--- src/rtl/timed_write_queue.sv ---
// Delayed-write release queue: each accepted word waits in a slot for its
// programmed number of cycles, then is offered on a valid/ready port.
module timed_write_queue #(
   parameter int WIDTH = 32,
   parameter int DEPTH = 4,
   parameter int DLY_W = 8
) (
   input  logic                       clk,
   input  logic                       rst,
   input  logic                       in_valid,
   output logic                       in_ready,
   input  logic [WIDTH-1:0]           in_data,
   input  logic [DLY_W-1:0]           in_delay,
   output logic                       out_valid,
   input  logic                       out_ready,
   output logic [WIDTH-1:0]           out_data,
   output logic [$clog2(DEPTH+1)-1:0] pending
);

   localparam int CNT_W = $clog2(DEPTH + 1);
   localparam int IDX_W = (DEPTH > 1) ? $clog2(DEPTH) : 1;

   logic [DEPTH-1:0] slot_vld;
   logic [WIDTH-1:0] slot_data [DEPTH];
   logic [DLY_W-1:0] slot_cnt  [DEPTH];
   logic             ready_q;

   logic             free_hit;
   logic [IDX_W-1:0] free_idx;
   logic             exp_hit;
   logic [IDX_W-1:0] exp_idx;
   logic [CNT_W-1:0] pend_cnt;
   logic             accept;
   logic             pop;

   // Scan from the top down so the lowest index wins in both searches.
   always_comb begin
      free_hit = 1'b0;
      free_idx = '0;
      exp_hit  = 1'b0;
      exp_idx  = '0;
      pend_cnt = '0;
      for (int i = DEPTH - 1; i >= 0; i--) begin
         if (!slot_vld[i]) begin
            free_hit = 1'b1;
            free_idx = IDX_W'(i);
         end
         if (slot_vld[i] && (slot_cnt[i] == '0)) begin
            exp_hit = 1'b1;
            exp_idx = IDX_W'(i);
         end
      end
      for (int i = 0; i < DEPTH; i++) begin
         pend_cnt = pend_cnt + CNT_W'(slot_vld[i]);
      end
   end

   // ready_q keeps in_ready low through reset and the first cycle after it.
   assign in_ready  = ready_q & free_hit;
   assign out_valid = exp_hit;
   assign out_data  = slot_data[exp_idx];
   assign pending   = pend_cnt;

   assign accept = in_valid & in_ready;
   assign pop    = exp_hit & out_ready;

   always_ff @(posedge clk) begin
      if (rst) begin
         ready_q  <= 1'b0;
         slot_vld <= '0;
         for (int i = 0; i < DEPTH; i++) begin
            slot_data[i] <= '0;
            slot_cnt[i]  <= '0;
         end
      end else begin
         ready_q <= 1'b1;
         // An accepted slot is free before the edge and a popped slot is
         // occupied, so the two never target the same index.
         for (int i = 0; i < DEPTH; i++) begin
            if (pop && (exp_idx == IDX_W'(i))) begin
               slot_vld[i] <= 1'b0;
            end else if (slot_vld[i] && (slot_cnt[i] != '0)) begin
               slot_cnt[i] <= slot_cnt[i] - 1'b1;
            end
            if (accept && (free_idx == IDX_W'(i))) begin
               slot_vld[i]  <= 1'b1;
               slot_data[i] <= in_data;
               slot_cnt[i]  <= in_delay;
            end
         end
      end
   end

endmodule

--- config.mk ---
export PLATFORM = sky130hd
export DESIGN_NAME = timed_write_queue
export DESIGN_NICKNAME = d
export VERILOG_FILES = /design/src/rtl/timed_write_queue.sv
export SDC_FILE = /design/constraint.sdc
export NUM_CORES = 1
export LEC_CHECK = 0
export CORE_ASPECT_RATIO = 0.75
export CORE_MARGIN = 5
export CORE_UTILIZATION = 45
export CTS_BUF_LIST = sky130_fd_sc_hd__clkbuf_8
export CTS_CLUSTER_SIZE = 30
export DETAILED_ROUTE_END_ITERATION = 16
export PLACE_DENSITY = 0.77
export SYNTH_ARGS = -nofsm -noshare
export SYNTH_HDL_FRONTEND = slang
export SYNTH_SLANG_ARGS = --single-unit
export TNS_END_PERCENT = 30
--- constraint.sdc ---
create_clock -name clk -period 4.95 [get_ports clk]
set_input_delay 0.7425 -clock clk [delete_from_list [all_inputs] [get_ports clk]]
set_output_delay 0.7425 -clock clk [all_outputs]
set_load 0.05 [all_outputs]
After elaboration in Yosys (flattened, before gate mapping)
Memories as Yosys holds them, arrays and structs flattened. Cells that the tools add are included.

$add $sub $neg: 7. Eq/ne operators: 6. Mux-type cells: 67. Bitwise operators: 15. Reduce and logical (&&, ||, !) cells: 30.

Operator list (number): $mux W32 (4); $mux W8 (8); $mux W1 (47); $logic_not A8 Y1 (4); $reduce_bool A8 Y1 (4); $sub A8 B1 Y8 const B (4); $logic_and A1 B1 Y1 (16); $mux W2 (8); $or A1 B1 Y1 (12); $eq A2 B2 Y1 const B (4); $reduce_bool A2 Y1 (4); $eq A2 B1 Y1 const B (2); $logic_not A2 Y1 (2); $add A2 B1 Y3 (1); $add A3 B1 Y3 (1); $and A1 B1 Y1 (3); $add A1 B1 Y2 (1).

Register bits: 5. Memory bits (writable): 160. Memories kept: 2.

Memory list: slot_data (depth 4, width 32, rd ports 1, clocked after memory_dff 0, wr ports 4, line 24) `logic [WIDTH-1:0] slot_data [DEPTH];`; slot_cnt (depth 4, width 8, rd ports 4, clocked after memory_dff 0, wr ports 4, line 25) `logic [DLY_W-1:0] slot_cnt [DEPTH];`.

Logic depth before layout (Yosys ltp)
Depth after elaboration: 13. Mapped depth: 8. Mapped depth without buffers: 7.

Least setup slack after synthesis
OpenSTA, ideal clock, no wires.

Kind: input to register. Start point: input in_valid. End point: memory slot_cnt[1][0] (enable). Setup time: 0.335 ns. Arrival: 3.807 ns. Required time: 4.615 ns. Slack: 0.808 ns. Cell stages on the path: 3. Path buffers: 0. Path through: nand2_1 -> o31ai_1 -> nand2b_1.

RTL lines: start: declaration (line 10) `input logic in_valid,`; end: declaration (line 25).

==> results.yml <==
outcome:
  status: "completed"
logic_synthesis:
  synth_area_leaders: "edfxtp_1 62%, and2_1 7.8%, a221o_1 3.9%, a22o_1 3.3%, nand2_1 2.7%"
  yosysSeqAreaShare_pct: 63.48
  synth-main-ff-cell: "edfxtp_1"
  syn_inst: 597
  synth_warnings: 0
  synth_common_cells: "160 x edfxtp_1, 96 x and2_1, 56 x nand2_1"
  ys_types: 42
  synthesis.nets: 652
  synth_edf_count: 160
  synth_top_area_cell: "edfxtp_1"
  synth_seq_cells: 165
  async_flop_share_pct: 0
  yosysMostFrequentCell: "edfxtp_1"
  avgSynthCellArea_sq_um: 12.94
  synthesis.area_sq_um: 7726
  synth_top_area_share_pct: 62.19
routing:
  initialDrtViolationCount: 374
  wl_per_cell_microns: 20.21
  drc: 0
  viasPerCell: 5.662
  wirelength_microns: 18190
  postRouteAntennaNets: 0
  firstDrtPassIters: 5
  vias: 5096
timing:
  fmax_mhz: 226.0
  finalCritPeriodShare_pct: 89.38
  hold_viol: 0
  slew_viol_final: 0
  min_period_ps: 4425
  setup_tns_ps: 0
  clock_skew_ps: 13.94
  maxSlewHeadroom_pct: 11.37
  rsz0062_at_grt: "false"
  worst_slew_pin_slew_ps: 1318
  finalSetupViolations: 0
die:
  die_w_microns: 161.3
  dieHeight_microns: 123.5
  die_area_sq_um: 19920
  num_rows: 41
  core_sq_um: 16830
  io_pins: 81
  start_util_pct: 45.92
power_and_ir_drop:
  ir_worst_vdd_uv: 211.4
  total_power_mw: 2.859
  power.density_nw_per_um2: 312.9
  leakagePower_nw: 3.436
clock_network:
  cts_hold_buffers: 0
  cts_tree: "yes"
  post_cts_resized: 0
  path_clk_slew_ps: 70
  clockBufferDepth: 2
  postCtsSetupBuffers: 0
  clkSinkCount: 165
  cts_root_buffer: "clkbuf_8"
  cts_buffers: 17
  clk_latency_ps: 450
  htree_levels: 4
placed_design:
  place_area_sq_um: 8777
  io_buffers: 80
  gp_congestion: 0.8853
  dp.cells: 868
  hpwl_microns: 11340
setup_path:
  rrSetupSlack_ps: 2420
  cp_max_fo: 22
  cp-end-kind: "primary output"
  startpoint: "slot_cnt[3][0]$_DFFE_PP_"
  endpoint: "out_data[16]"
  r2r_end: "slot_cnt[2][4]$_SDFFCE_PN0P_"
  arrival_ps: 3680
  reg2reg_from: "ready_q$_DFF_P_"
  required_ps: 4210
  ff2ff_path_depth: 4
  crit_type: "register to primary output"
  cp-start-kind: "register"
layout:
  seqCellArea_sq_um: 4905
  final_cell_area_sq_um: 9138
  insertedDiodeCount: 0
  multi_input_area_sq_um: 2641
  drive_above_1_share_pct: 7.883
  n_fill_cell: 1372
  final_cells: 900
  nets: 727
  area_growth_pct: 18.27
global_routing:
  grt_max_degree: 42
  overflow: 0
  grt_pass1_vias: 5283
  grt.total_usage_pct: 18.80
  grt_pass1_wl_microns: 28570
  antenna_found_initial: 0
worst_hold_path:
  hold_class: "register to register"
run:
  max-cap-violations: 0
==> area by class of cell <==
class	instances	share of cell area (%)
clock buffer	17	2.561
timing repair buffer	89	9.914
sequential	165	53.68
clock inverter	15	1.383
multi-input combinational	384	28.91
tap	215	2.944
inverter	15	0.6162
==> where the power goes <==
part / internal [mW] / switching (mW) / total, mW / leakage (nW)
Combinational: 0.117 / 0.197 / 0.313 / 1.53
Sequential: 1.60 / 0.0363 / 1.64 / 1.71
Clock: 0.433 / 0.474 / 0.907 / 0.199
Total: 2.15 / 0.707 / 2.86 / 3.44
==> how the worst min path moves through the flow <==
stage	start	end	slack [ps]	cells after the start
5_1_grt	slot_cnt[1][0]$_SDFFCE_PN0P_	slot_cnt[1][0]$_SDFFCE_PN0P_	650	1
2_1_floorplan	slot_vld[2]$_SDFFE_PP0P_	slot_vld[2]$_SDFFE_PP0P_	550	2
4_1_cts	slot_cnt[1][0]$_SDFFCE_PN0P_	slot_cnt[1][0]$_SDFFCE_PN0P_	640	1
3_3_place_gp	slot_cnt[2][0]$_SDFFCE_PN0P_	slot_cnt[2][0]$_SDFFCE_PN0P_	610	1
6_report	slot_cnt[3][0]$_DFFE_PP_	slot_cnt[3][0]$_DFFE_PP_	650	1
3_5_place_dp	slot_cnt[1][0]$_SDFFCE_PN0P_	slot_cnt[1][0]$_SDFFCE_PN0P_	620	1
==> metrics by stage <==
| stage | util, % | hold WS (ps) | worst slack (ps) |
|---|---|---|---|
| finish | 54.31 | 648.5 | 525.5 |
| detailed placement | 52.16 | 625.0 | 997.6 |
| global route | 54.31 | 648.2 | 289.4 |
| global placement | 52.16 | 610.4 | 1065 |
| floorplan | - | 545.9 | 807.7 |
| CTS | 54.31 | 635.6 | 494.1 |
==> critical path, cell delays in order (launching register included) <==
cell and delay (ps):
edfxtp_1 420, inv_1 100, ha_1 190, nor4bb_1 270, nand2_1 150, nor4b_4 750, buf_12 270, a22oi_1 110
nand3_1 140, clkdlybuf4s50_1 820
==> state kept, by name (all words and copies together), names as in the netlist <==
name and cells:
slot_data 128, slot_cnt 32, slot_vld 4, ready_q 1
==> cell usage in the layout, fill, tap and decap left out, types with 2 or more instances in the layout <==
cell and count:
nor3_1 5, a221o_1 30, nor4_2 3, ha_1 10, buf_12 3, nor3_2 3
xnor2_1 8, xor2_1 16, nor2_1 17, nor4_4 2, bufinv_16 2, a22oi_1 2
inv_1 20, or3_1 5, clkinvlp_4 2, a21oi_1 2, edfxtp_1 160, dfxtp_1 5
nand3_1 11, nor4bb_1 2, a22o_1 29, and2_1 96, clkinv_2 4, and3_1 32
o21ai_0 33, clkbuf_8 17, buf_4 6, a21o_1 4, clkdlybuf4s50_1 80, nand4_1 2
nand2_1 55
==> per-layer routing <==
| layer | global-route usage [%] | vias to the layer above | share of wire [%] |
|---|---|---|---|
| li1 | - | 2368 | - |
| met5 | 0 | - | 0 |
| met1 | 24.34 | 2493 | 42 |
| met3 | 4.432 | 29 | 8.7 |
| met2 | 31.51 | 206 | 47 |
| met4 | 6.446 | 0 | 1.6 |
==> logic make-up (layout without fill, tap and decap cells) <==
| kind of cell | count (synthesis) | after routing | share of synthesized area (%) |
|---|---|---|---|
| AOI/OAI and AO/OA | 107 | 107 | 10.74 |
| xor gates and xnor gates | 24 | 24 | 2.721 |
| adders and majority gates | 11 | 11 | 1.879 |
| buffers and inverters | 48 | 136 | 2.963 |
| DFF | 165 | 165 | 63.48 |
| and+or+nand+nor | 242 | 242 | 18.22 |
Note: power is estimated with default switching activity, not from simulation.
